[src/rtl/out_display_if.sv]
// Bundle between the output-register source and the 7-segment display driver.
// The source drives the value, and the display returns the segment, anode and busy lines.
interface out_display_if #(
    parameter int WIDTH  = 8,
    parameter int DIGITS = 4
) ();
    logic [WIDTH-1:0]  i_data;
    logic              i_signed;
    logic [6:0]        o_seg;
    logic [DIGITS-1:0] o_anode;
    logic              o_busy;

    modport master (output i_data, output i_signed,
                    input  o_seg, input o_anode, input o_busy);
    modport slave  (input  i_data, input i_signed,
                    output o_seg, output o_anode, output o_busy);
endinterface

[src/rtl/out_display.sv]
// Drives a multiplexed common-anode 7-segment display showing the output register.
// A change in the value starts a double-dabble BCD conversion. A continuous scan shows the last converted value.
module out_display #(
    parameter int WIDTH       = 8,
    parameter int DIGITS      = 4,
    parameter int REFRESH_DIV = 16
) (
    input  logic          mclk,
    input  logic          i_rst,
    out_display_if.slave  bus
);
    // state | meaning
    // IDLE  | waiting for {i_signed,i_data} to differ from the last captured pair
    // SHIFT | one double-dabble step per cycle, WIDTH cycles
    // LOAD  | copy the BCD result and sign into the display registers

    localparam int ND = DIGITS - 1;
    localparam int BW = 4 * ND;
    localparam int CW = (WIDTH > 1) ? $clog2(WIDTH) : 1;
    localparam int IW = (DIGITS > 1) ? $clog2(DIGITS) : 1;
    localparam int RW = (REFRESH_DIV > 1) ? $clog2(REFRESH_DIV) : 1;

    typedef enum logic [1:0] {IDLE, SHIFT, LOAD} state_t;

    state_t              state, state_next;
    logic [WIDTH-1:0]    last_value;
    logic                last_signed;
    logic [BW+WIDTH-1:0] sr, sr_adj;
    logic [CW-1:0]       bit_cnt;
    logic                neg;
    logic [BW-1:0]       disp_bcd;
    logic                disp_neg;
    logic [RW-1:0]       refresh_cnt;
    logic [IW-1:0]       digit_idx, digit_next;
    logic [6:0]          seg_r, seg_next;
    logic [DIGITS-1:0]   anode_r;
    logic [WIDTH-1:0]    mag;
    logic                in_neg, changed, busy, cap, load;
    logic [ND-1:0]       shown;
    logic [3:0]          nib;
    logic                show;
    logic                nz;

    function automatic logic [6:0] seg_decode(input logic [3:0] d);
        case (d)
            4'd0:    seg_decode = 7'b1000000;
            4'd1:    seg_decode = 7'b1111001;
            4'd2:    seg_decode = 7'b0100100;
            4'd3:    seg_decode = 7'b0110000;
            4'd4:    seg_decode = 7'b0011001;
            4'd5:    seg_decode = 7'b0010010;
            4'd6:    seg_decode = 7'b0000010;
            4'd7:    seg_decode = 7'b1111000;
            4'd8:    seg_decode = 7'b0000000;
            4'd9:    seg_decode = 7'b0010000;
            default: seg_decode = 7'b1111111;
        endcase
    endfunction

    always_comb begin
        in_neg  = bus.i_signed & bus.i_data[WIDTH-1];
        mag     = in_neg ? (~bus.i_data + WIDTH'(1)) : bus.i_data;
        changed = {bus.i_signed, bus.i_data} != {last_signed, last_value};
    end

    always_ff @(posedge mclk or posedge i_rst) begin
        if (i_rst) state <= IDLE;
        else       state <= state_next;
    end

    always_comb begin
        state_next = state;
        busy       = 1'b0;
        cap        = 1'b0;
        load       = 1'b0;
        case (state)
            IDLE: begin
                if (changed) begin
                    cap        = 1'b1;
                    state_next = SHIFT;
                end
            end
            SHIFT: begin
                busy = 1'b1;
                if (bit_cnt == CW'(WIDTH - 1)) state_next = LOAD;
            end
            LOAD: begin
                busy       = 1'b1;
                load       = 1'b1;
                state_next = IDLE;
            end
            default: state_next = IDLE;
        endcase
    end

    always_comb begin
        sr_adj = sr;
        for (int k = 0; k < ND; k++) begin
            if (sr[WIDTH+4*k +: 4] >= 4'd5)
                sr_adj[WIDTH+4*k +: 4] = sr[WIDTH+4*k +: 4] + 4'd3;
        end
    end

    always_ff @(posedge mclk or posedge i_rst) begin
        if (i_rst) begin
            last_value  <= '0;
            last_signed <= 1'b0;
            sr          <= '0;
            bit_cnt     <= '0;
            neg         <= 1'b0;
            disp_bcd    <= '0;
            disp_neg    <= 1'b0;
        end else begin
            if (cap) begin
                last_value  <= bus.i_data;
                last_signed <= bus.i_signed;
                neg         <= in_neg;
                sr          <= {{BW{1'b0}}, mag};
                bit_cnt     <= '0;
            end else if (state == SHIFT) begin
                sr      <= sr_adj << 1;
                bit_cnt <= bit_cnt + CW'(1);
            end
            // The display registers change only here, so the scan never sees a partial result.
            if (load) begin
                disp_bcd <= sr[BW+WIDTH-1:WIDTH];
                disp_neg <= neg;
            end
        end
    end

    always_comb begin
        digit_next = digit_idx;
        if (refresh_cnt == RW'(REFRESH_DIV - 1))
            digit_next = (digit_idx == IW'(DIGITS - 1)) ? '0 : digit_idx + IW'(1);
    end

    // Leading-zero blanking: a digit is shown once it or any higher digit is nonzero.
    always_comb begin
        shown = '0;
        nz    = 1'b0;
        for (int k = ND - 1; k >= 0; k--) begin
            nz       = nz | (disp_bcd[4*k +: 4] != 4'd0);
            shown[k] = nz;
        end
    end

    always_comb begin
        nib  = 4'd0;
        show = 1'b0;
        for (int k = 0; k < ND; k++) begin
            if (digit_next == IW'(k)) begin
                nib  = disp_bcd[4*k +: 4];
                show = (k == 0) || shown[k];
            end
        end
        if (digit_next == IW'(DIGITS - 1))
            seg_next = disp_neg ? 7'b0111111 : 7'b1111111;
        else
            seg_next = show ? seg_decode(nib) : 7'b1111111;
    end

    always_ff @(posedge mclk or posedge i_rst) begin
        if (i_rst) begin
            refresh_cnt <= '0;
            digit_idx   <= '0;
            anode_r     <= ~DIGITS'(1);
            seg_r       <= 7'b1000000;
        end else begin
            refresh_cnt <= (refresh_cnt == RW'(REFRESH_DIV - 1)) ? '0 : refresh_cnt + RW'(1);
            digit_idx   <= digit_next;
            anode_r     <= ~(DIGITS'(1) << digit_next);
            seg_r       <= seg_next;
        end
    end

    assign bus.o_seg   = seg_r;
    assign bus.o_anode = anode_r;
    assign bus.o_busy  = busy;
endmodule
[src/flat_wrapper.sv]
// flat-port wrapper written by rule: the top's interface ports become plain ports
module out_display_flat 
#(
    parameter int WIDTH       = 8,
    parameter int DIGITS      = 4,
    parameter int REFRESH_DIV = 16
)
  (mclk, i_rst, bus_i_data, bus_i_signed, bus_o_seg, bus_o_anode, bus_o_busy);
  out_display_if #(.WIDTH(WIDTH), .DIGITS(DIGITS)) bus_i ();
  input  logic mclk;
  input  logic i_rst;
  input wire logic [$bits(bus_i.i_data)-1:0] bus_i_data;
  input wire logic [$bits(bus_i.i_signed)-1:0] bus_i_signed;
  output wire logic [$bits(bus_i.o_seg)-1:0] bus_o_seg;
  output wire logic [$bits(bus_i.o_anode)-1:0] bus_o_anode;
  output wire logic [$bits(bus_i.o_busy)-1:0] bus_o_busy;
  assign bus_i.i_data = bus_i_data;
  assign bus_i.i_signed = bus_i_signed;
  assign bus_o_seg = bus_i.o_seg;
  assign bus_o_anode = bus_i.o_anode;
  assign bus_o_busy = bus_i.o_busy;
  out_display #(.WIDTH(WIDTH), .DIGITS(DIGITS), .REFRESH_DIV(REFRESH_DIV)) u_core (.mclk(mclk), .i_rst(i_rst), .bus(bus_i));
endmodule
[config.mk]
export PLATFORM = sky130hd
export DESIGN_NAME = out_display_flat
export DESIGN_NICKNAME = d
export VERILOG_FILES = /design/src/rtl/out_display_if.sv /design/src/rtl/out_display.sv /design/src/flat_wrapper.sv
export SDC_FILE = /design/constraint.sdc
export NUM_CORES = 1
export LEC_CHECK = 0
export ABC_AREA = 0
export BUFFER_PORTS_ARGS = -buffer_cell sky130_fd_sc_hd__buf_4
export CORE_MARGIN = 5
export CORE_UTILIZATION = 45
export DETAILED_ROUTE_END_ITERATION = 12
export PLACE_DENSITY = 0.63
export SYNTH_ARGS = -nofsm -noshare
export SYNTH_HDL_FRONTEND = slang
export SYNTH_SLANG_ARGS = --single-unit
[constraint.sdc]
create_clock -name mclk -period 2.85 [get_ports mclk]
set_input_delay 0.855 -clock mclk [delete_from_list [all_inputs] [get_ports mclk]]
set_output_delay 0.855 -clock mclk [all_outputs]
set_load 0.02 [all_outputs]
## Word-level counts from Yosys, hierarchy flattened

Memories as Yosys holds them, arrays and structs flattened.
Index checks and enable logic that the tools add are counted.

- Add/subtract/negate cells: 7
- $lt $le $gt $ge: 3
- Eq/ne operators: 11
- Shifts and indexed selects: 1
- Muxes and demuxes: 27
- Bitwise gates (word level): 4
- Reductions and logical operators: 7

Operators by type and width:

| kind | count |
|---|---|
| $mux W20 | 2 |
| $mux W4 | 6 |
| $mux W7 | 3 |
| $ge A4 B3 Y1 const B | 3 |
| $mux W3 | 3 |
| $ne A9 B9 Y1 | 1 |
| $add A4 B2 Y4 const B | 2 |
| $add A8 B1 Y8 const B | 1 |
| $eq A2 B2 Y1 const B | 4 |
| $mux W2 | 4 |
| $mux W8 | 1 |
| $not A8 Y8 | 1 |
| $reduce_bool A4 Y1 | 2 |
| $mux W1 | 7 |
| $add A4 B1 Y4 const B | 1 |
| $eq A2 B1 Y1 const B | 2 |
| $eq A4 B4 Y1 const B | 1 |
| $logic_not A2 Y1 | 2 |
| $ne A2 B1 Y1 const B | 2 |
| $not A4 Y4 | 1 |
| $pmux W2 S2 | 1 |
| $shl A1 B2 Y4 const A | 1 |
| $add A3 B1 Y3 const B | 1 |
| $add A3 B2 Y3 const B | 1 |
| other kinds (7) | 7 |

- Register bits: 65
- Bits in read-only memories: 112
- Input bits: 11
- Memories kept: 1

Memories:

| memory | depth | bits a word | read ports | clocked after Yosys merged registers in | write ports | line | source |
|---|---|---|---|---|---|---|---|
| (no name shown) | 16 | 7 | 1 | 0 | 0 | out_display.sv:45 | `case (d)` |

## Depth between registers and ports, before layout

An unclocked memory read counts as a cell.

- Depth in word-level cells: 10
- Mapped depth: 10
- Mapped depth without buffers: 10

## Worst setup path after synthesis

Ideal clock, no wire load.

- Path kind: reg-to-reg
- Start: reg u_core.refresh_cnt[0]
- End: reg u_core.seg_r[5] (netlist: u_core.bus.o_seg[5])
- Setup time: 146 ps
- Arrival: 2082 ps
- Required time: 2704 ps
- Slack: 622 ps
- Stages on the path, launching flop included: 10
- Clock period less this slack: 2228 ps
- Cell sequence: dfrtp_1 ha_1 nand3_4 mux2i_4 mux2i_1 a2bb2oi_2 inv_1 ha_1 nor3_1 o21ai_0

- Word-level cells in the longest chain between the ends: 9
- Elaborated cells between the ends (all ways): 15
- Classes of those cells: 4 x eq/ne; 9 x mux; 1 x reduce/logical; 1 x memory

RTL lines:

| what | line | source |
|---|---|---|
| start: declaration | out_display.sv:33 | `logic [RW-1:0] refresh_cnt;` |
| start signal: assignment | out_display.sv:170 | `refresh_cnt <= (refresh_cnt == RW'(REFRESH_DIV - 1)) ? '0 : refresh_cnt + RW'(1);` |
| $eq A4 B4 Y1 (*) | out_display.sv:134 | `if (refresh_cnt == RW'(REFRESH_DIV - 1))` |
| $mux W2 (*) | out_display.sv:134 |  |
| $logic_not A2 Y1 | out_display.sv:152 | `if (digit_next == IW'(k)) begin` |
| $mux W4 (3 in series) | out_display.sv:152 |  |
| $mem_v2 Z16 W7 | -- |  |
| $mux W7 | out_display.sv:160 | `seg_next = show ? seg_decode(nib) : 7'b1111111;` |
| $mux W7 (*) | out_display.sv:157 | `if (digit_next == IW'(DIGITS - 1))` |
| named net u_core.seg_next[5] | out_display.sv:35 | `logic [6:0] seg_r, seg_next;` |
| end signal: assignment | out_display.sv:173 | `seg_r <= seg_next;` |
| end: declaration | out_display.sv:35 |  |

Mark *: on every way through the listed nets, which the timed path passes. The rest lies on a longest branch.
A chain may end at the register's enable or synchronous reset.

## Final worst setup path

Same ends and word-level chain as after synthesis.

==> flow_metrics.env <==
export IMPL_relSlewSlack=0.601
export IMPL_seqPwrFrac=0.458
export IMPL_p_per_area_nw_per_um2=707
export IMPL_grt_busiest_layer="met2"
export IMPL_die_x_um=95.8
export IMPL_post_cts_setup_buffer_count=0
export IMPL_htree_num_levels=3
export IMPL_num_antenna_cells=0
export IMPL_cts_made_buffers=9
export IMPL_fin_skew_ps=5.75
export IMPL_ir_drop_mv=0.474
export IMPL_io_pins=23
export IMPL_p_sw_w=0.000864
export IMPL_r2r_end="u_core.bus.o_seg[5]$_DFF_PP0_"
export IMPL_fin_setup_tns_ps=0
export IMPL_fin_crit_sh=0.863
export IMPL_cts_clk_slew_worst_paths_ps=70
export IMPL_use_met1=0.172
export IMPL_synth_top_area_share=0.461
export IMPL_synth_area_leaders="dfrtp_1, mux2_2, ha_1"
export IMPL_hold_buffers=0
export IMPL_fmax_ghz=0.407
export IMPL_fp_row_count=31
export IMPL_yosys_warnings=0
export IMPL_comb_power_share=0.283
export IMPL_io_buffers=22
export IMPL_nNetsFinal=358
export IMPL_maxCapViolCount=0
export IMPL_clock_latency_ps=330
export IMPL_cts_resized_gates=0
export IMPL_cts_sinks=65
export IMPL_drtIter0Drc=87
export IMPL_fin_crit_ps=2460
export IMPL_grt_use_met2=0.237
export IMPL_crit_path_end_kind="flop"
export IMPL_yosysUniqueCellTypes=38
export IMPL_grt_first_pass_wirelength_mm=10.1
export IMPL_power_leakage_nw=1.67
export IMPL_ys_ff_latch=65
export IMPL_cts_root_buf="clkbuf_8"
export IMPL_cts_tree="done"
export IMPL_grtUsageTotal=0.141
export IMPL_wirelength_mm=5.63
export IMPL_syn_nets=330
export IMPL_syn_cell_area_um2=3310
export IMPL_r2r_setup_slack_ps=390
export IMPL_wire_per_inst_um=12.9
export IMPL_grt_max_degree=28
export IMPL_firstDrtPassIters=4
export IMPL_area_growth_pct=14.1
export IMPL_rsz0062_at_grt="false"
export IMPL_outcome="finished, final reports clean"
export IMPL_postRouteAntennaNets=0
export IMPL_cp_startpoint="u_core.refresh_cnt[0]$_DFF_PP0_"
export IMPL_vias=2196
export IMPL_switching_share=0.323
export IMPL_placed_cells=419
export IMPL_dieArea_um2=9180
export IMPL_crit_type="reg -> reg"
export IMPL_required_ps=3040
export IMPL_power_internal_w=0.00181
export IMPL_worstSetupStartpointType="flop"
export IMPL_final_cells=435
export IMPL_hold_class="reg -> reg"
export IMPL_r2r_start="u_core.refresh_cnt[0]$_DFF_PP0_"
export IMPL_yosysTopAreaCell="dfrtp_1"
export IMPL_crit_end="u_core.bus.o_seg[5]$_DFF_PP0_"
export IMPL_worst_pin_slew_ps=599
export IMPL_pwr_share_clk=0.260
export IMPL_core_area_um2=7210
export IMPL_synth_seq_area_share=0.492
export IMPL_hold_viol_final=0
export IMPL_crit_fanout=7
export IMPL_grt_pass1_vias=2240
export IMPL_clockBufferDepth=2
export IMPL_met3_usage=0.0485
export IMPL_avgSynthCellArea_um2=10.9
export IMPL_start_util=0.459
export IMPL_routabilityCongestion=0.851
export IMPL_hpwl_mm=4.19
export IMPL_antenna_found_initial=0
export IMPL_drive_gt1_frac=0.229
export IMPL_viasPerCell=5.05
export IMPL_setup_viol=0
export IMPL_worstPathArrival_ps=2650
export IMPL_syn_inst=303
export IMPL_grt_overflow=0
export IMPL_remaining_drc_errors=0
export IMPL_fp_dieH_um=95.8
export IMPL_ff2ff_path_depth=9
export IMPL_drv_slew=0
[power by group through the flow]
stage          Sequential (W)  Clock [W]  Combinational [W]
4_1_cts               0.00123   0.000724           0.000769
2_1_floorplan         0.00121          0           0.000603
5_1_grt               0.00125   0.000763           0.000854
6_report              0.00122   0.000694           0.000755
3_3_place_gp          0.00124          0           0.000753
3_5_place_dp          0.00124          0           0.000766
[registers in the layout, indices dropped and copies added, names as in the netlist]
register            count
u_core.last_signed      1
u_core.bit_cnt          3
u_core.disp_neg         1
u_core.disp_bcd        12
u_core.digit_idx        2
u_core.refresh_cnt      4
u_core.bus.o_anode      4
u_core.neg              1
u_core.bus.o_seg        7
u_core.sr              20
u_core.state            2
u_core.last_value       8
[cells by family after synthesis]
family                     count (synthesis)  share of synthesized area
DFF                                       65                      0.492
adders and majority gates                 16                     0.0604
muxes                                     42                      0.143
AOI/OAI and AO/OA                         56                      0.107
and+or+nand+nor                           71                      0.104
xor gates and xnor gates                  22                     0.0582
buffers and inverters                     31                     0.0351
[worst min path at each step]
stage                                     start                       endpoint  depth (start not counted)
floorplan           u_core.disp_neg$_DFFE_PP0N_  u_core.bus.o_seg[6]$_DFF_PP1_                          1
global placement    u_core.disp_neg$_DFFE_PP0N_  u_core.bus.o_seg[6]$_DFF_PP1_                          1
detailed placement  u_core.disp_neg$_DFFE_PP0N_  u_core.bus.o_seg[6]$_DFF_PP1_                          1
CTS                 u_core.disp_neg$_DFFE_PP0N_  u_core.bus.o_seg[6]$_DFF_PP1_                          1
global route        u_core.disp_neg$_DFFE_PP0N_  u_core.bus.o_seg[6]$_DFF_PP1_                          1
finish              u_core.disp_neg$_DFFE_PP0N_  u_core.bus.o_seg[6]$_DFF_PP1_                          1
[cell usage in the layout (no fill, tap or decap), drive strengths merged, types with 4 or more instances in the layout]
master / Yosys / layout
nor2: 27 / 27
clkinv: 1 / 4
ha: 16 / 16
xor2: 14 / 14
inv: 21 / 21
xnor2: 8 / 8
buf: 3 / 26
dfrtp: 61 / 61
o21ai: 22 / 22
a2bb2oi: 4 / 4
mux2: 22 / 22
nand2: 18 / 18
dfstp: 4 / 4
nor3: 6 / 6
clkbuf: 6 / 11
a21oi: 17 / 17
mux2i: 20 / 20
nand3: 8 / 8
[critical path: stages, from the launching register on]
cell and delay [ps]:
dfrtp_1 410, ha_1 290, nand3_4 120, mux2i_4 370, mux2i_1 270, a2bb2oi_2 230, inv_1 100, ha_1 180
nor3_1 240, o21ai_0 110
[metal layers]
layer | vias up | share of wire
met1 | 1051 | 0.46
met5 | - | 0
met4 | 0 | 0.014
li1 | 1103 | -
met3 | 9 | 0.036
met2 | 33 | 0.49
[area by class of cell]
class / count / area [um2]
flip-flops and latches: 65 / 1630
inverters: 22 / 82.6
clock buffers: 11 / 151
clock inverters: 5 / 30.0
repair buffers: 26 / 195
well taps: 99 / 124
multi-input cells: 207 / 1570
fillers: 682 / 3430
[through the flow]
stage	power [W]	setup WS (ps)	hold WS (ps)	util	area, um2
final	0.00267	391	465	0.524	3780
after global routing	0.00286	170	507	0.524	3780
after CTS	0.00272	378	458	0.524	3780
after detailed placement	0.00201	390	453	0.499	3600
after global placement	0.00199	426	452	0.499	3600
after floorplan	0.00181	375	400	-	3310
[Yosys cell counts, drive strengths merged]
master and instances:
mux2i 20, clkinv 1, nand4 2, xnor2 8
nor3 6, or4 1, o31ai 1, clkbuf 6
ha 16, dfrtp 61, inv 21, o211ai 1
a31oi 3, dfstp 4, nand2b 3, o21ai 22
nand3 8, xor2 14, a2bb2oi 4, a211oi 2
a21o 1, nand2 18, mux2 22, buf 3
o22a 1, a221oi 1, and2 2, a21oi 17
o2bb2ai 3, nor2b 1, nor4 3, nor2 27
Note: power is estimated with default switching activity, not from simulation.
